--- config.mk ---
export PLATFORM = sky130hd
export DESIGN_NAME = gray_counter_flat
export DESIGN_NICKNAME = d
export VERILOG_FILES = /design/src/rtl/gray_counter_pkg.sv /design/src/rtl/gray_counter_if.sv /design/src/rtl/gray_counter_gray_to_binary.sv /design/src/rtl/gray_counter.sv /design/src/flat_wrapper.sv
export SDC_FILE = /design/constraint.sdc
export NUM_CORES = 1
export LEC_CHECK = 0
export CAP_MARGIN = 40
export CORE_MARGIN = 8
export CORE_UTILIZATION = 40
export CTS_CLUSTER_DIAMETER = 200
export DETAILED_ROUTE_END_ITERATION = 16
export GPL_TIMING_DRIVEN = 0
export PLACE_DENSITY_LB_ADDON = 0.2
export SLEW_MARGIN = 20
export SYNTH_ARGS = -nofsm -noshare
export SYNTH_HDL_FRONTEND = slang
export SYNTH_SLANG_ARGS = --single-unit
--- constraint.sdc ---
create_clock -name clk -period 6 [get_ports clk]
set_clock_uncertainty 0.1 [all_clocks]
set_input_delay 1.8 -clock clk [delete_from_list [all_inputs] [get_ports clk]]
set_output_delay 1.8 -clock clk [all_outputs]
set_load 0.005 [all_outputs]
--- src/rtl/gray_counter_pkg.sv ---
// gray_counter_pkg
//   Shared helpers for binary/Gray conversion and the legal width range.
//   The helpers are fixed at WIDTH_MAX bits so they do not depend on any
//   parameter. Narrower callers zero-extend on the way in and truncate on
//   the way out. Zero upper bits decode to zero, so the narrow result
//   stays correct.
//   No ports (package).
package gray_counter_pkg;

    localparam int WIDTH_MIN = 2;
    localparam int WIDTH_MAX = 32;

    function automatic logic [WIDTH_MAX-1:0] bin2gray(input logic [WIDTH_MAX-1:0] x);
        return x ^ (x >> 1);
    endfunction

    // Prefix XOR from the MSB down: b[i] = b[i+1] ^ g[i].
    function automatic logic [WIDTH_MAX-1:0] gray2bin(input logic [WIDTH_MAX-1:0] g);
        logic [WIDTH_MAX-1:0] b;
        b[WIDTH_MAX-1] = g[WIDTH_MAX-1];
        for (int i = WIDTH_MAX - 2; i >= 0; i--) begin
            b[i] = b[i+1] ^ g[i];
        end
        return b;
    endfunction

endpackage

--- src/rtl/gray_counter_if.sv ---
// gray_counter_if
//   Control and status bundle of the Gray counter.
//   Control protocol: there is no valid/ready handshake. Every control is
//   sampled on every rising edge of clk with priority rst > load > en.
//   Every status output is registered and is valid one cycle after the
//   controls that produced it.
//   Signals:
//     en, up, load, load_is_gray, load_val : controls (master -> slave)
//     bin_q, gray_q, wrap_q, sat_q          : registered status (slave -> master)
interface gray_counter_if #(
    parameter int WIDTH = 8
);
    logic             en;
    logic             up;
    logic             load;
    logic             load_is_gray;
    logic [WIDTH-1:0] load_val;
    logic [WIDTH-1:0] bin_q;
    logic [WIDTH-1:0] gray_q;
    logic             wrap_q;
    logic             sat_q;

    modport master (
        output en, up, load, load_is_gray, load_val,
        input  bin_q, gray_q, wrap_q, sat_q
    );

    modport slave (
        input  en, up, load, load_is_gray, load_val,
        output bin_q, gray_q, wrap_q, sat_q
    );
endinterface

--- src/rtl/gray_counter_gray_to_binary.sv ---
// gray_to_binary
//   Combinational Gray-to-binary decoder used on the counter's load path.
//   Ports:
//     g : WIDTH-bit Gray input
//     b : WIDTH-bit binary output
module gray_to_binary
    import gray_counter_pkg::*;
#(
    parameter int WIDTH = 8
) (
    input  logic [WIDTH-1:0] g,
    output logic [WIDTH-1:0] b
);
    assign b = WIDTH'(gray2bin(WIDTH_MAX'(g)));
endmodule

--- src/rtl/gray_counter.sv ---
// gray_counter
//   Registered up/down counter. It keeps a binary count and presents it in
//   both binary and Gray form. It can load a binary or Gray value
//   synchronously. WRAP selects wrap-around or saturation at the extremes.
//   Ports:
//     clk : rising-edge clock
//     rst : synchronous active-high reset
//     bus : gray_counter_if.slave (controls in, registered status out)
module gray_counter
    import gray_counter_pkg::*;
#(
    parameter int WIDTH = 8,
    parameter bit WRAP  = 1'b1
) (
    input  logic          clk,
    input  logic          rst,
    gray_counter_if.slave bus
);
    generate
        if (WIDTH < WIDTH_MIN || WIDTH > WIDTH_MAX) begin : g_bad_width
            $error("gray_counter: WIDTH must be in 2..32");
        end
    endgenerate

    localparam logic [WIDTH-1:0] CNT_MAX = '1;

    logic [WIDTH-1:0] load_bin;
    logic [WIDTH-1:0] bin_n;
    logic             wrap_n;
    logic             sat_n;
    logic [WIDTH-1:0] bin_r;
    logic [WIDTH-1:0] gray_r;
    logic             wrap_r;
    logic             sat_r;

    gray_to_binary #(.WIDTH(WIDTH)) u_g2b (
        .g (bus.load_val),
        .b (load_bin)
    );

    always_comb begin
        bin_n  = bin_r;
        wrap_n = 1'b0;
        sat_n  = 1'b0;
        if (bus.load) begin
            bin_n = bus.load_is_gray ? load_bin : bus.load_val;
        end else if (bus.en) begin
            if (bus.up) begin
                if (bin_r == CNT_MAX) begin
                    if (WRAP) begin
                        bin_n  = '0;
                        wrap_n = 1'b1;
                    end else begin
                        sat_n  = 1'b1;
                    end
                end else begin
                    bin_n = bin_r + WIDTH'(1);
                end
            end else begin
                if (bin_r == '0) begin
                    if (WRAP) begin
                        bin_n  = CNT_MAX;
                        wrap_n = 1'b1;
                    end else begin
                        sat_n  = 1'b1;
                    end
                end else begin
                    bin_n = bin_r - WIDTH'(1);
                end
            end
        end
    end

    // Gray is encoded from the next binary value and then registered.
    // The output therefore never passes through combinational logic after
    // the flop.
    always_ff @(posedge clk) begin
        if (rst) begin
            bin_r  <= '0;
            gray_r <= '0;
            wrap_r <= 1'b0;
            sat_r  <= 1'b0;
        end else begin
            bin_r  <= bin_n;
            gray_r <= bin_n ^ (bin_n >> 1);
            wrap_r <= wrap_n;
            sat_r  <= sat_n;
        end
    end

    assign bus.bin_q  = bin_r;
    assign bus.gray_q = gray_r;
    assign bus.wrap_q = wrap_r;
    assign bus.sat_q  = sat_r;
endmodule
--- src/flat_wrapper.sv ---
// flat-port wrapper written by rule: the top's interface ports become plain ports
module gray_counter_flat import gray_counter_pkg::*;
#(
    parameter int WIDTH = 8,
    parameter bit WRAP  = 1'b1
)
  (clk, rst, bus_en, bus_up, bus_load, bus_load_is_gray, bus_load_val, bus_bin_q, bus_gray_q, bus_wrap_q, bus_sat_q);
  gray_counter_if #(.WIDTH(WIDTH)) bus_i ();
  input  logic clk;
  input  logic rst;
  input wire logic [$bits(bus_i.en)-1:0] bus_en;
  input wire logic [$bits(bus_i.up)-1:0] bus_up;
  input wire logic [$bits(bus_i.load)-1:0] bus_load;
  input wire logic [$bits(bus_i.load_is_gray)-1:0] bus_load_is_gray;
  input wire logic [$bits(bus_i.load_val)-1:0] bus_load_val;
  output wire logic [$bits(bus_i.bin_q)-1:0] bus_bin_q;
  output wire logic [$bits(bus_i.gray_q)-1:0] bus_gray_q;
  output wire logic [$bits(bus_i.wrap_q)-1:0] bus_wrap_q;
  output wire logic [$bits(bus_i.sat_q)-1:0] bus_sat_q;
  assign bus_i.en = bus_en;
  assign bus_i.up = bus_up;
  assign bus_i.load = bus_load;
  assign bus_i.load_is_gray = bus_load_is_gray;
  assign bus_i.load_val = bus_load_val;
  assign bus_bin_q = bus_i.bin_q;
  assign bus_gray_q = bus_i.gray_q;
  assign bus_wrap_q = bus_i.wrap_q;
  assign bus_sat_q = bus_i.sat_q;
  gray_counter #(.WIDTH(WIDTH), .WRAP(WRAP)) u_core (.clk(clk), .rst(rst), .bus(bus_i));
endmodule
==> impl_metrics.py, run 1 <==
metrics = {
    "clock_network": {
        "cts_resized": 0,
        "root_buffer": "clkbuf_4",
        "clk_latency_ns": 0.29,
        "clkTransAtPathRegs_ns": 0.09,
        "cts_tree": "built",
        "cts_buffers": 3,
        "htreeDepth": 1,
        "cts.sinks": 16,
        "postCtsSetupBuffers": 0,
        "clk_path_buf_depth": 2,
        "hold_buffers": 0,
    },
    "synthesis": {
        "synth_flop_cell": "dfxtp_1",
        "ys_ff_latch": 16,
        "synth_area_sq_mm": 0.00132,
        "ys_seq_area_share_pct": 24.3,
        "synth-edff-count": 0,
        "synth_cell_types": 53,
        "synth_warnings": 0,
        "syn_avg_cell_area_sq_um": 8.05,
        "syn_inst": 164,
        "async_flop_share_pct": 0,
        "synth_nets": 181,
    },
    "route": {
        "met3_length_um": 301,
        "routed_wl_mm": 3.87,
        "dr_wl_met2_mm": 1.85,
        "drt_iter0_drc": 143,
        "via_per_inst": 5.64,
        "highest_layer": "met4",
        "wl_per_cell_um": 15.9,
        "drt_first_pass_iters": 4,
        "remaining_drc_errors": 0,
        "ant_nets": 0,
        "m1WireLength_mm": 1.66,
        "vias": 1375,
    },
    "timing": {
        "max_slew_margin_pct": 61.0,
        "hold_viol": 0,
        "setup_viol": 0,
        "tns_ns": 0,
        "tightest_slew_ns": 0.579,
        "period_share_pct": 68.1,
        "fmax_mhz": 245,
        "min_period_ns": 4.09,
        "slew_violations": 0,
        "grt_setup_unrepaired": "false",
    },
    "layout": {
        "num_antenna_cells": 0,
        "fin_area_sq_mm": 0.00171,
        "syn_to_final_growth_pct": 29.9,
        "fin_nets": 216,
        "final_util_pct": 52.6,
        "finalNonFillerCells": 244,
        "drive_above_1_share_pct": 10.1,
    },
    "floorplan": {
        "core_area_sq_mm": 0.00326,
        "die_area_sq_mm": 0.00539,
        "die_h_um": 73.4,
        "rows": 21,
        "initial_utilization_pct": 40.5,
        "io_pins": 32,
        "die_x_um": 73.4,
    },
    "global_route": {
        "grt_pass1_wl_mm": 6.17,
        "grt_pass1_vias": 1296,
        "grt_overflow": 0,
        "grt_antenna_before_repair": 0,
        "grtUsageTotal_pct": 14.5,
        "grt_max_degree": 11,
    },
    "pwr": {
        "p_total_uw": 370,
        "p_per_area_mw_per_mm2": 216,
        "power.leakage_uw": 0.000651,
        "ir_drop_mv": 0.189,
    },
    "placement": {
        "dp_hpwl_mm": 2.98,
        "globalplace.congestion": 0.871,
        "numPortBuffers": 30,
        "placed_cell_area_sq_mm": 0.00168,
        "post-place-cells": 240,
    },
    "setup_path": {
        "critical_path.max_fanout": 4,
        "cp.arrival_ns": 4.18,
        "crit_type": "in2reg",
        "crit_path_end_kind": "flip-flop",
        "cp_data_required_time_ns": 6.09,
        "worst_setup_path_start_kind": "primary input",
    },
    "worst_hold_path": {
        "hp-class": "reg2reg",
    },
    "job": {
        "cap_violations": 0,
    },
    "run_status": {
        "status": "complete, no violations",
    },
}
final timing paths:
check                                         start  slack, ns                    to  cells past startpoint
worst max-delay path                bus_load_val[6]       1.91  u_core.bus.gray_q[0]                      7
worst min register to register  u_core.bus.bin_q[6]       0.62     u_core.bus.wrap_q                      3
worst min-delay path            u_core.bus.bin_q[6]       0.62     u_core.bus.wrap_q                      3
worst max register to register  u_core.bus.bin_q[0]       3.18  u_core.bus.gray_q[4]                      9
synth_stat cells (5+ instances only):
| master | instances | area (sq um) |
|---|---|---|
| xor2_1 | 6 | 52.6 |
| dfxtp_1 | 16 | 320 |
| nor3_1 | 5 | 25.0 |
| nand3_1 | 6 | 30.0 |
| a21oi_1 | 17 | 85.1 |
| inv_1 | 8 | 30.0 |
| nor2_1 | 10 | 37.5 |
| o21ai_0 | 9 | 45.0 |
| xnor2_1 | 6 | 52.6 |
placed cells by master, fill, tap and decap left out, types with 2 or more instances in the layout:
cell and count:
a211oi_1 2, a21o_1 4, a21oi_1 17, a31oi_1 2, and3_1 3, buf_2 3
buf_4 3, clkbuf_1 4, clkbuf_4 3, clkdlybuf4s50_1 30, clkinv_1 2, dfxtp_1 16
ha_1 3, inv_1 8, mux2i_1 2, nand2_1 4, nand2b_1 2, nand3_1 6
nand3b_1 3, nand4_1 4, nor2_1 10, nor2b_1 3, nor3_1 5, nor3b_1 4
o21ai_0 9, o31ai_1 2, or3_1 3, or4_1 2, xnor2_1 6, xnor3_2 2
xor2_1 6
cell families (layout without fill, tap and decap cells):
kind of cell | Yosys count | count (layout) | share of synthesized area (%)
AOI/OAI and AO/OA | 50 | 50 | 25.1
xor gates and xnor gates | 14 | 14 | 11.6
adders and majority gates | 3 | 3 | 2.84
buffers and inverters | 21 | 55 | 7.11
DFF | 16 | 16 | 24.3
muxes | 4 | 4 | 3.51
other | 1 | 1 | 0.284
and+or+nand+nor | 55 | 55 | 25.3
flip-flops by register name, indices dropped and copies added (netlist names):
signal / cells
u_core.bus.gray_q: 8
u_core.bus.wrap_q: 1
u_core.bus.bin_q: 7
stage by stage:
| stage | hold slack, ns | setup slack, ns |
|---|---|---|
| CTS | 0.618 | 1.90 |
| global placement | 0.605 | 1.62 |
| floorplan | 0.558 | 2.28 |
| global route | 0.658 | 1.82 |
| detailed placement | 0.603 | 1.59 |
| finish | 0.622 | 1.91 |
worst max-delay path: stages:
cell and delay, ns:
clkdlybuf4s50_1 0.53, xnor3_2 0.50, xnor3_2 0.41, xor2_1 0.18, and4_1 0.24, nor3_2 0.20
mux2_4 0.32
per-layer routing:
layer  vias up  track usage, %
li1        672               -
met1       643            17.7
met2        52            23.4
met3         8            4.91
met4         0            3.77
met5         -               0
power by group:
part,switching [uW],internal [uW]
combinational,82.2,85.1
clock,35.8,37.0
sequential,9.90,120
total,128,242
area by class of cell:
class	count	area [sq um]
buffer	11	56.3
clock buffer	4	36.3
sequential	16	320
timing repair buffer	30	300
inverter	10	37.5
tap	46	57.6
multi-input combinational	127	906
fill	346	1540
Note: power is estimated with default switching activity, not from simulation.
==> inputs of run 2 (changes only) <==
clock period = 3.9 ns   (was 6 ns; I/O delays follow)
==> results of run 2 <==
The final DEF is identical to that of run 1. Status: complete, no violations.
Among the figures that moved: setup slack after placement 1.59 ns -> 0.122 ns; setup slack after layout 1.91 ns -> 0.441 ns; register-to-register setup slack 3.18 ns -> 1.08 ns; total power 370 uW -> 569 uW; worst IR drop on VDD 0.189 mV -> 0.291 mV
==> inputs of run 3 (changes only) <==
MAX_ROUTING_LAYER = met4   (was unset)
clock period = 2.9 ns   (was 3.9 ns; I/O delays follow)
==> impl_metrics.py, run 3 (synthesis results as in run 1) <==
metrics = {
    "run_status": {
        "status": "complete, no violations",
    },
    "global_route": {
        "grt_antenna_before_repair": 0,
        "grtUsageTotal_pct": 15.0,
        "grt_overflow": 0,
        "grt_max_degree": 11,
        "grt_pass1_wl_mm": 6.22,
        "grt_pass1_vias": 1299,
    },
    "worst_hold_path": {
        "whs_endpoint": "u_core.bus.wrap_q",
        "worstHoldPathCells": 3,
        "hp-class": "reg2reg",
        "min_from": "u_core.bus.bin_q[6]",
    },
    "pwr": {
        "p_total_uw": 773,
        "p_per_area_mw_per_mm2": 441,
        "clockPowerShare_pct": 18.9,
        "ir_drop_mv": 0.304,
        "internal_power_uw": 508,
        "power.leakage_uw": 0.000691,
        "netSwitchingFraction_pct": 34.2,
        "p_sw_uw": 265,
        "p_seq_share_pct": 34.7,
        "p_comb_share_pct": 46.4,
    },
    "floorplan": {
        "die_x_um": 73.4,
        "initial_utilization_pct": 40.5,
        "rows": 21,
        "die_h_um": 73.4,
        "io_pins": 32,
        "core_area_sq_mm": 0.00326,
        "die_area_sq_mm": 0.00539,
    },
    "timing": {
        "setup_viol": 0,
        "min_period_ns": 2.84,
        "grt_setup_unrepaired": "false",
        "timing.hold.ws_ns": 0.616,
        "max_slew_margin_pct": 63.6,
        "layout_setup_ws_ns": 0.0580,
        "period_share_pct": 98.0,
        "slew_violations": 0,
        "hold_viol": 0,
        "tightest_slew_ns": 0.540,
        "fmax_mhz": 352,
    },
    "route": {
        "drt_first_pass_iters": 6,
        "remaining_drc_errors": 0,
        "via_per_inst": 5.59,
        "routed_wl_mm": 3.86,
        "vias": 1375,
        "drt_iter0_drc": 85,
        "ant_nets": 0,
        "wl_per_cell_um": 15.7,
    },
    "layout": {
        "num_antenna_cells": 0,
        "finalNonFillerCells": 246,
        "final_util_pct": 53.8,
        "syn_to_final_growth_pct": 32.8,
        "largest_reg_flops": 8,
        "drive_above_1_share_pct": 14.0,
        "layout_common_cells": "clkdlybuf4s50_1, a21oi_1, dfxtp_1",
        "fin_nets": 218,
        "final_common_cell": "clkdlybuf4s50_1",
    },
    "clock_network": {
        "cts_tree": "built",
        "hold_buffers": 0,
        "htreeDepth": 1,
        "clk_latency_ns": 0.28,
        "cts_buffers": 3,
        "cts.sinks": 16,
        "clkTransAtPathRegs_ns": 0.09,
        "clk_path_buf_depth": 2,
        "root_buffer": "clkbuf_4",
    },
    "setup_path": {
        "r2r-start": "u_core.bus.bin_q[1]",
        "crit_path_end_kind": "flip-flop",
        "r2r_end": "u_core.bus.gray_q[2]",
        "reg2reg_depth": 9,
        "critical_path.max_fanout": 4,
        "cp.arrival_ns": 2.92,
        "worst_setup_path_start_kind": "primary input",
        "rrSetupSlack_ns": 0.20,
        "cp_data_required_time_ns": 2.98,
        "crit_type": "in2reg",
    },
    "placement": {
        "dp_hpwl_mm": 2.99,
        "globalplace.congestion": 0.893,
        "place_ws_ns": -0.598,
        "numPortBuffers": 30,
        "post-place-cells": 240,
    },
    "job": {
        "cap_violations": 0,
    },
}
[run 3: cell count changes in the layout (fill, tap and decap cells not counted), sizes merged]
cell / change
clkbuf: +1
clkdlybuf4s50: -3
buf: +2
dlymetal6s2s: +2
[run 3: worst max path at each step]
stage                               start                    to  slack (ns)  cells after the start
after floorplan           bus_load_val[6]  u_core.bus.gray_q[0]        0.11                      6
after global placement    bus_load_val[6]  u_core.bus.gray_q[0]       -0.55                      7
after detailed placement  bus_load_val[6]  u_core.bus.gray_q[0]       -0.60                      7
after CTS                 bus_load_val[5]  u_core.bus.gray_q[0]       -0.02                      7
after global routing               bus_up  u_core.bus.gray_q[0]        0.02                      8
final                     bus_load_val[4]  u_core.bus.gray_q[0]        0.06                      6
[run 3: critical path: stages]
cell             delay, ns
clkdlybuf4s50_1       0.58
xnor3_2               0.51
xor2_2                0.17
and4_1                0.24
nor3_2                0.23
mux2_4                0.32
[run 3: timing repair]
item                                    4_1_cts  5_1_grt
hold endpoints to repair                      0        0
endpoints found under the setup margin        3        5
cloned                                        0        0
pin swaps                                     4        3
resized for setup                             3        9
setup buffers                                 1        1
[run 3: layout make-up]
cell class / count / area [sq um]
plain buffers: 11 / 58.8
well taps: 46 / 57.6
multi-input cells: 127 / 927
inverters: 10 / 37.5
fillers: 346 / 1510
repair buffers: 32 / 315
clock buffers: 4 / 36.3
flip-flops and latches: 16 / 320
[run 3: metrics by stage]
step | cell area (sq um) | TNS, ns
floorplan | 1320 | 0
global placement | 1680 | -2.32
detailed placement | 1680 | -2.93
CTS | 1720 | -0.0175
global route | 1750 | 0
finish | 1750 | 0
[run 3: power by group through the flow]
stage | sequential (uW) | clock, uW | combinational [uW]
after floorplan | 272 | 0 | 211
after global placement | 271 | 0 | 335
after detailed placement | 273 | 0 | 343
after CTS | 269 | 148 | 348
after global routing | 272 | 162 | 392
final | 268 | 146 | 359
[run 3: metal layers]
| metal | share of wire [%] | vias to the layer above | global-route usage [%] |
|---|---|---|---|
| met3 | 5.6 | 4 | 4.64 |
| met5 | 0 | - | - |
| met1 | 44 | 645 | 18.0 |
| met4 | 0.31 | 0 | 2.00 |
| met2 | 50 | 48 | 24.5 |
| li1 | - | 678 | - |
